### config.mk
export PLATFORM = sky130hd
export DESIGN_NAME = uart_xcvr
export DESIGN_NICKNAME = d
export VERILOG_FILES = /design/src/rtl/uart_pkg.sv /design/src/rtl/uart_tick_gen.sv /design/src/rtl/uart_xcvr.sv
export SDC_FILE = /design/constraint.sdc
export NUM_CORES = 1
export LEC_CHECK = 0
export CAP_MARGIN = 20
export CELL_PAD_IN_SITES_DETAIL_PLACEMENT = 2
export CELL_PAD_IN_SITES_GLOBAL_PLACEMENT = 2
export CORE_MARGIN = 2
export CORE_UTILIZATION = 40
export DETAILED_ROUTE_END_ITERATION = 12
export PLACE_DENSITY = 0.82
export SLEW_MARGIN = 10
export SYNTH_ARGS = -nofsm -noshare
export SYNTH_HDL_FRONTEND = slang
export SYNTH_SLANG_ARGS = --single-unit
### constraint.sdc
create_clock -name SysClk -period 5.06 [get_ports SysClk]
set_clock_uncertainty 0.2 [all_clocks]
set_input_delay 0.759 -clock SysClk [delete_from_list [all_inputs] [get_ports SysClk]]
set_output_delay 0.759 -clock SysClk [all_outputs]
set_load 0.005 [all_outputs]
### src/rtl/uart_pkg.sv
// rtl/uart_pkg.sv - shared types and parity helper for the uart_xcvr transceiver
package uart_pkg;

  // Widest payload the core supports; parity helper works on this width.
  localparam int MAX_DATA_BITS = 9;

  typedef enum logic [1:0] {
    NONE = 2'b00,
    EVEN = 2'b01,
    ODD  = 2'b10,
    RSVD = 2'b11
  } parity_mode_e;

  typedef enum logic [2:0] {
    TX_IDLE,
    TX_START,
    TX_DATA,
    TX_PARITY,
    TX_STOP
  } tx_state_e;

  typedef enum logic [2:0] {
    RX_IDLE,
    RX_START,
    RX_DATA,
    RX_PARITY,
    RX_STOP,
    RX_DONE
  } rx_state_e;

  // RSVD behaves like NONE: no parity bit on the wire.
  function automatic logic parity_enabled(parity_mode_e mode);
    return (mode == EVEN) || (mode == ODD);
  endfunction

  // Zero-extended data does not change the XOR, so narrower payloads are safe.
  function automatic logic parity_bit(logic [MAX_DATA_BITS-1:0] data, parity_mode_e mode);
    logic p;
    p = 1'b0;
    if (mode == EVEN) p = ^data;
    else if (mode == ODD) p = ~(^data);
    return p;
  endfunction

endpackage

### src/rtl/uart_tick_gen.sv
// rtl/uart_tick_gen.sv - oversampling tick prescaler with restart and wrap-time divisor reload
module uart_tick_gen #(
  parameter int DIV_WIDTH = 16
) (
  input  logic                 clk_i,
  input  logic                 rst_i,
  input  logic [DIV_WIDTH-1:0] divisor_i,
  input  logic                 restart_i,
  output logic                 tick_o
);

  logic [DIV_WIDTH-1:0] cnt_q;
  logic [DIV_WIDTH-1:0] div_q;

  // A restart suppresses the tick so the first tick of a new frame lands a full period later.
  assign tick_o = !restart_i && (cnt_q == div_q);

  // Count 0..div_q; the divisor is only picked up at a wrap or restart so a period is never cut short.
  always_ff @(posedge clk_i) begin
    if (rst_i || restart_i) begin
      cnt_q <= '0;
      div_q <= divisor_i;
    end else if (cnt_q == div_q) begin
      cnt_q <= '0;
      div_q <= divisor_i;
    end else begin
      cnt_q <= cnt_q + 1'b1;
    end
  end

endmodule

### src/rtl/uart_xcvr.sv
// rtl/uart_xcvr.sv - full-duplex UART transceiver with oversampled RX, parity, loopback and error reporting
module uart_xcvr
  import uart_pkg::*;
#(
  parameter int DATA_BITS  = 8,
  parameter int STOP_BITS  = 1,
  parameter int OVERSAMPLE = 16,
  parameter int DIV_WIDTH  = 16
) (
  input  logic                 SysClk,
  input  logic                 Rst,
  input  logic [DIV_WIDTH-1:0] Divisor,
  input  logic [1:0]           Parity_Mode,
  input  logic                 Loopback,
  input  logic [DATA_BITS-1:0] Tx_Data,
  input  logic                 Tx_Valid,
  output logic                 Tx_Ready,
  input  logic                 CTS,
  output logic                 Tx,
  output logic                 Tx_Busy,
  input  logic                 Rx,
  output logic [DATA_BITS-1:0] Rx_Data,
  output logic                 Rx_Valid,
  input  logic                 Rx_Ready,
  output logic                 Parity_Err,
  output logic                 Frame_Err,
  output logic                 Overrun_Err,
  output logic                 Break_Det,
  output logic                 RTS
);

  localparam int              OS_W      = $clog2(OVERSAMPLE);
  localparam logic [OS_W-1:0] OS_LAST   = OS_W'(OVERSAMPLE - 1);
  localparam logic [OS_W-1:0] OS_HALF   = OS_W'(OVERSAMPLE / 2 - 1);
  localparam logic [3:0]      DATA_LAST = 4'(DATA_BITS - 1);
  localparam logic [3:0]      STOP_LAST = 4'(STOP_BITS - 1);

  // ---------------- transmitter ----------------
  tx_state_e              tx_state_q;
  logic                   tx_q;
  logic [DATA_BITS-1:0]   tx_shift_q;
  logic [3:0]             tx_bit_q;
  logic [OS_W-1:0]        tx_os_q;
  logic                   tx_par_en_q;
  logic                   tx_par_q;
  logic                   tx_tick;
  logic                   tx_xfer;
  parity_mode_e           tx_mode;

  assign tx_mode  = parity_mode_e'(Parity_Mode);
  assign Tx_Ready = (tx_state_q == TX_IDLE) && CTS && !Rst;
  assign tx_xfer  = Tx_Valid && Tx_Ready;
  assign Tx_Busy  = (tx_state_q != TX_IDLE);
  assign Tx       = Loopback ? 1'b1 : tx_q;

  uart_tick_gen #(.DIV_WIDTH(DIV_WIDTH)) u_tx_tick (
    .clk_i     (SysClk),
    .rst_i     (Rst),
    .divisor_i (Divisor),
    .restart_i (tx_xfer),
    .tick_o    (tx_tick)
  );

  // TX FSM: each bit holds for OVERSAMPLE ticks; tx_q is the registered line level.
  always_ff @(posedge SysClk) begin
    if (Rst) begin
      tx_state_q  <= TX_IDLE;
      tx_q        <= 1'b1;
      tx_shift_q  <= '0;
      tx_bit_q    <= '0;
      tx_os_q     <= '0;
      tx_par_en_q <= 1'b0;
      tx_par_q    <= 1'b0;
    end else begin
      case (tx_state_q)
        TX_IDLE: begin
          if (tx_xfer) begin
            tx_shift_q  <= Tx_Data;
            tx_par_en_q <= parity_enabled(tx_mode);
            tx_par_q    <= parity_bit(MAX_DATA_BITS'(Tx_Data), tx_mode);
            tx_q        <= 1'b0;
            tx_os_q     <= '0;
            tx_bit_q    <= '0;
            tx_state_q  <= TX_START;
          end
        end
        default: begin
          if (tx_tick) begin
            if (tx_os_q != OS_LAST) begin
              tx_os_q <= tx_os_q + 1'b1;
            end else begin
              tx_os_q <= '0;
              case (tx_state_q)
                TX_START: begin
                  tx_q       <= tx_shift_q[0];
                  tx_shift_q <= tx_shift_q >> 1;
                  tx_bit_q   <= '0;
                  tx_state_q <= TX_DATA;
                end
                TX_DATA: begin
                  if (tx_bit_q == DATA_LAST) begin
                    tx_bit_q <= '0;
                    if (tx_par_en_q) begin
                      tx_q       <= tx_par_q;
                      tx_state_q <= TX_PARITY;
                    end else begin
                      tx_q       <= 1'b1;
                      tx_state_q <= TX_STOP;
                    end
                  end else begin
                    tx_q       <= tx_shift_q[0];
                    tx_shift_q <= tx_shift_q >> 1;
                    tx_bit_q   <= tx_bit_q + 1'b1;
                  end
                end
                TX_PARITY: begin
                  tx_q       <= 1'b1;
                  tx_bit_q   <= '0;
                  tx_state_q <= TX_STOP;
                end
                TX_STOP: begin
                  if (tx_bit_q == STOP_LAST) tx_state_q <= TX_IDLE;
                  else                       tx_bit_q   <= tx_bit_q + 1'b1;
                end
                default: tx_state_q <= TX_IDLE;
              endcase
            end
          end
        end
      endcase
    end
  end

  // ---------------- receiver ----------------
  logic                 rx_in;
  logic                 sync1_q, sync2_q, rx_last_q;
  logic                 lb_q;
  logic                 lb_change;
  logic                 rx_fall;
  logic                 rx_restart;
  logic                 rx_tick;
  rx_state_e            rx_state_q;
  logic [OS_W-1:0]      rx_os_q;
  logic [3:0]           rx_bit_q;
  logic [DATA_BITS-1:0] rx_shift_q;
  logic                 rx_par_q;
  logic                 rx_stop_q;
  parity_mode_e         rx_mode_q;
  logic                 rx_brk_wait_q;
  logic                 rx_valid_q, rx_valid_d;
  logic [DATA_BITS-1:0] rx_data_q;
  logic                 perr_q, ferr_q, ovr_q, brk_q, rts_q;
  logic                 rx_done, rx_deliver, rx_overrun, rx_is_break, rx_perr;

  assign rx_in      = Loopback ? tx_q : Rx;
  assign lb_change  = (Loopback != lb_q);
  assign rx_fall    = rx_last_q && !sync2_q;
  assign rx_restart = (rx_state_q == RX_IDLE) && rx_fall && !rx_brk_wait_q && !lb_change;

  assign rx_done     = (rx_state_q == RX_DONE) && !lb_change;
  assign rx_deliver  = rx_done && (!rx_valid_q || Rx_Ready);
  assign rx_overrun  = rx_done && rx_valid_q && !Rx_Ready;
  assign rx_is_break = (rx_shift_q == '0) && !rx_stop_q;
  assign rx_perr     = parity_enabled(rx_mode_q) && !rx_is_break &&
                       (rx_par_q != parity_bit(MAX_DATA_BITS'(rx_shift_q), rx_mode_q));

  uart_tick_gen #(.DIV_WIDTH(DIV_WIDTH)) u_rx_tick (
    .clk_i     (SysClk),
    .rst_i     (Rst),
    .divisor_i (Divisor),
    .restart_i (rx_restart),
    .tick_o    (rx_tick)
  );

  // Two-flop synchroniser on the muxed line plus a delayed copy for edge detection.
  always_ff @(posedge SysClk) begin
    if (Rst) begin
      sync1_q   <= 1'b1;
      sync2_q   <= 1'b1;
      rx_last_q <= 1'b1;
    end else begin
      sync1_q   <= rx_in;
      sync2_q   <= sync1_q;
      rx_last_q <= sync2_q;
    end
  end

  // Rx_Valid next state: a take clears it, a delivery (possibly in the same cycle) sets it.
  always_comb begin
    rx_valid_d = rx_valid_q;
    if (rx_valid_q && Rx_Ready) rx_valid_d = 1'b0;
    if (rx_deliver)             rx_valid_d = 1'b1;
  end

  // RX FSM and output registers: mid-bit sampling, completion handling and error pulses.
  always_ff @(posedge SysClk) begin
    if (Rst) begin
      rx_state_q    <= RX_IDLE;
      rx_os_q       <= '0;
      rx_bit_q      <= '0;
      rx_shift_q    <= '0;
      rx_par_q      <= 1'b0;
      rx_stop_q     <= 1'b1;
      rx_mode_q     <= NONE;
      rx_brk_wait_q <= 1'b0;
      lb_q          <= Loopback;
      rx_valid_q    <= 1'b0;
      rx_data_q     <= '0;
      perr_q        <= 1'b0;
      ferr_q        <= 1'b0;
      ovr_q         <= 1'b0;
      brk_q         <= 1'b0;
      rts_q         <= 1'b1;
    end else begin
      lb_q       <= Loopback;
      rx_valid_q <= rx_valid_d;
      rts_q      <= !rx_valid_d;
      ovr_q      <= rx_overrun;
      brk_q      <= rx_done && rx_is_break;
      if (rx_deliver) begin
        rx_data_q <= rx_shift_q;
        perr_q    <= rx_perr;
        ferr_q    <= !rx_stop_q;
      end
      if (lb_change) begin
        rx_state_q <= RX_IDLE;
        rx_os_q    <= '0;
      end else begin
        case (rx_state_q)
          RX_IDLE: begin
            if (rx_brk_wait_q && sync2_q) rx_brk_wait_q <= 1'b0;
            if (rx_restart) begin
              rx_os_q    <= '0;
              rx_mode_q  <= parity_mode_e'(Parity_Mode);
              rx_state_q <= RX_START;
            end
          end
          RX_START: begin
            if (rx_tick) begin
              if (rx_os_q != OS_HALF) begin
                rx_os_q <= rx_os_q + 1'b1;
              end else begin
                rx_os_q  <= '0;
                rx_bit_q <= '0;
                rx_state_q <= sync2_q ? RX_IDLE : RX_DATA;
              end
            end
          end
          RX_DATA, RX_PARITY, RX_STOP: begin
            if (rx_tick) begin
              if (rx_os_q != OS_LAST) begin
                rx_os_q <= rx_os_q + 1'b1;
              end else begin
                rx_os_q <= '0;
                if (rx_state_q == RX_DATA) begin
                  rx_shift_q <= {sync2_q, rx_shift_q[DATA_BITS-1:1]};
                  if (rx_bit_q == DATA_LAST)
                    rx_state_q <= parity_enabled(rx_mode_q) ? RX_PARITY : RX_STOP;
                  else
                    rx_bit_q <= rx_bit_q + 1'b1;
                end else if (rx_state_q == RX_PARITY) begin
                  rx_par_q   <= sync2_q;
                  rx_state_q <= RX_STOP;
                end else begin
                  rx_stop_q  <= sync2_q;
                  rx_state_q <= RX_DONE;
                end
              end
            end
          end
          RX_DONE: begin
            if (rx_is_break) rx_brk_wait_q <= 1'b1;
            rx_state_q <= RX_IDLE;
          end
          default: rx_state_q <= RX_IDLE;
        endcase
      end
    end
  end

  assign Rx_Data     = rx_data_q;
  assign Rx_Valid    = rx_valid_q;
  assign Parity_Err  = perr_q;
  assign Frame_Err   = ferr_q;
  assign Overrun_Err = ovr_q;
  assign Break_Det   = brk_q;
  assign RTS         = rts_q;

endmodule

==> results.tsv <==
stage	metric	value	unit
finish	seq_area	2880	um^2
sta	relSlewSlack	0.382	
grt	grt-ovfl-total	0	
run_status	status	finished clean	
worst_setup_path	r2r_end	tx_shift_q[4]	
drt	route.antenna.remaining_nets	0	
clock_network	numCtsBuffers	17	
sta	min_period	3270	ps
die	fp.dieH	125	um
power	pwr-share-comb	0.063	
worst_setup_path	path_max_fanout	14	
clock_network	cts_buffer_depth	2	
worst_setup_path	cp.required	4100	ps
run	max-cap-violations	0	
synth	synthesis.nets	658	
grt	gr-usage-all-layers	0.233	
power	switchingPower	659	uW
sta	final.period_utilization	0.646	
power	swShare	0.268	
power	seq_power_share	0.448	
finish	multi_input_area	2830	um^2
power	powerDensity	345	nW/um^2
finish	fillers	1486	
synth	ys_seq_area_frac	0.490	
drt	wirelength	17400	um
synth	yosysTopAreaCell	dfxtp_1	
grt	grt_pass1_vias	5323	
synth	ys.warnings.count	0	
sta	setup_violations	0	
min_path	hp-class	flip-flop to flip-flop	
clock_network	root_buffer	clkbuf_16	
drt	initialDrtViolationCount	222	
drt	drc	0	
sta	tightest_slew	924	ps
synth	async_reset_ff_frac	0	
synth	ys_ff_latch	128	
grt	grt_pass1_wl	28600	um
power	max-vdd-ir-drop	0.000219	V
sta	fmax	0.306	GHz
clock_network	cts_sinks	128	
power	p_int	1800	uW
die	rows	44	
synth	yosysTopAreaCellShare	0.326	
die	num_io_pins	50	
synth	ys.flop_type	dfxtp_1	
clock_network	cts.clk_slew.worst_paths	60	ps
min_path	holdPathEnd	sync2_q	
synth	synth_cell_types	56	
clock_network	clk_latency	430	ps
die	start_util	0.407	
sta	finalHoldViolCount	0	
worst_setup_path	crit_type	flip-flop to output port	
drt	wl_per_cell	20.2	um
clock_network	htree_num_levels	4	
clock_network	cts_tree	yes	
drt	drt-pass1-iter-count	4	
synth	synthCells	610	
finish	n_antenna_cell	0	
min_path	hold_depth	1	
sta	tns	0	ps
worst_setup_path	worstSetupEndpointType	output port	
min_path	hp-start	sync1_q	
worst_setup_path	cp.arrival	2310	ps
worst_setup_path	r2r-start	tx_state_q[2]	
grt	grt_max_degree	43	
placement	dp_hpwl	11700	um
placement	gp_congestion	0.788	
drt	vias	4683	
placement	io_buffer_count	49	
grt	antenna_found_initial	0	
synth	synth_edf_count	32	
die	die_w	125	um
sta	rsz0062_at_grt	false	
die	die_area	15700	um^2
synth	syn_area	5890	um^2
drt	vias_per_cell	5.45	
clock_network	cts_hold_buf	0	
synth	synth_area_leaders	dfxtp_1, edfxtp_1, xnor2_1	
finish	drive_above_1_share	0.0858	
worst_setup_path	rrSetupSlack	1920	ps
clock_network	postCtsSetupBuffers	0	
worst_setup_path	r2r_cells	6	
finish	fin_nets	711	
synth	syn_area_per_cell	9.65	um^2
clock_network	cts_resized	0	
finish	utilization	0.493	
power	p_clk_frac	0.489	
die	core_area	14500	um^2
sta	slew_viol_final	0	
power	cellLeakagePower	0.00256	uW
worst_setup_path	startpoint_type	flip-flop	
finish	area_growth	21.2	%
## power by group through the flow
stage | Combinational, uW | Sequential, uW | Clock [uW]
5_1_grt | 171 | 1100 | 1270
4_1_cts | 156 | 1100 | 1220
6_report | 155 | 1100 | 1200
3_3_place_gp | 141 | 1120 | 0
3_5_place_dp | 152 | 1120 | 0
2_1_floorplan | 90.2 | 1110 | 0
## cells in the mapped netlist (3+ instances only)
cell / n
xnor2_1: 40
o21ai_0: 16
a311oi_1: 6
or2_2: 5
or3_1: 4
and3_1: 10
and2_1: 3
buf_2: 3
xor2_1: 34
o22ai_1: 4
nand2b_1: 11
nand4b_1: 4
nor4_4: 5
a21oi_1: 30
dfxtp_1: 96
nand4_1: 16
nor3_1: 5
mux2i_1: 11
edfxtp_1: 32
nor2b_1: 6
inv_1: 23
ha_1: 15
or4_1: 3
nand2_1: 80
nand3_1: 24
clkbuf_1: 16
o31ai_1: 3
a31oi_1: 3
nor2_1: 68
## cell families (layout without fill, tap and decap cells)
logic type	count (synthesis)	after routing	share of synthesized area
simple gates	259	259	0.231
flops	128	128	0.490
compound gates	78	78	0.0869
xor+xnor	74	74	0.110
buf+inv	44	110	0.0300
fa+ha+maj	15	15	0.0319
mux	12	12	0.0206
## cell usage in the layout (no fill, tap or decap), types with 11 or more instances in the layout
cell	instances
a21oi_1	30
clkbuf_16	17
clkdlybuf4s50_1	49
dfxtp_1	96
edfxtp_1	32
ha_1	15
inv_1	23
mux2i_1	11
nand2_1	80
nand2b_1	11
nand3_1	24
nand4_1	16
nor2_1	68
o21ai_0	16
xnor2_1	40
xor2_1	34
## worst max-delay path by stage
| stage | slack, ps | from | depth (start not counted) | endpoint |
|---|---|---|---|---|
| 2_1_floorplan | 2220 | Rst | 6 | u_tx_tick.div_q[0] |
| 3_3_place_gp | 1520 | Loopback | 7 | u_rx_tick.cnt_q[6] |
| 3_5_place_dp | 1230 | Loopback | 7 | u_rx_tick.cnt_q[2] |
| 4_1_cts | 1610 | Loopback | 7 | u_rx_tick.cnt_q[5] |
| 5_1_grt | 1670 | tx_state_q[2] | 3 | Tx_Busy |
| 6_report | 1790 | tx_state_q[2] | 3 | Tx_Busy |
## area by class of cell
type                            count  share of cell area
Sequential cell                   128               0.404
Clock inverter                     15              0.0198
Inverter                           23              0.0121
Multi-Input combinational cell    438               0.396
Tap cell                          184              0.0323
Clock buffer                       17              0.0596
Timing Repair Buffer               55              0.0761
## stage by stage
| step | area [um^2] | setup WS, ps | power (uW) | hold WS (ps) | instances |
|---|---|---|---|---|---|
| floorplan | 5890 | 2220 | 1200 | 189 | 610 |
| global placement | 6560 | 1520 | 1260 | 198 | 827 |
| detailed placement | 6560 | 1230 | 1280 | 225 | 827 |
| CTS | 7120 | 1610 | 2480 | 235 | 859 |
| global route | 7140 | 1670 | 2550 | 255 | 860 |
| finish | 7140 | 1790 | 2460 | 245 | 860 |
## worst max-delay path, stage by stage, from the launching register on
cell	delay, ps
dfxtp_1	710
nor3_4	170
inv_1	400
clkdlybuf4s50_1	600
## layer usage
metal	vias to the layer above	part of all wire	track usage
met3	25	0.032	0.0526
met4	0	0.016	0.0810
met1	2370	0.41	0.261
li1	2213	-	-
met2	75	0.54	0.434
met5	-	0	0
## state kept, by name (all words and copies together) (netlist names), 2 cells and up
| register | flops |
|---|---|
| tx_os_q | 4 |
| rx_state_q | 3 |
| rx_bit_q | 4 |
| u_tx_tick.cnt_q | 16 |
| u_rx_tick.cnt_q | 16 |
| tx_bit_q | 4 |
| tx_state_q | 3 |
| Rx_Data | 8 |
| rx_os_q | 4 |
| tx_shift_q | 8 |
| u_rx_tick.div_q | 16 |
| rx_shift_q | 8 |
| u_tx_tick.div_q | 16 |
| rx_mode_q | 2 |
No activity file was read; power rests on OpenSTA's default activity.
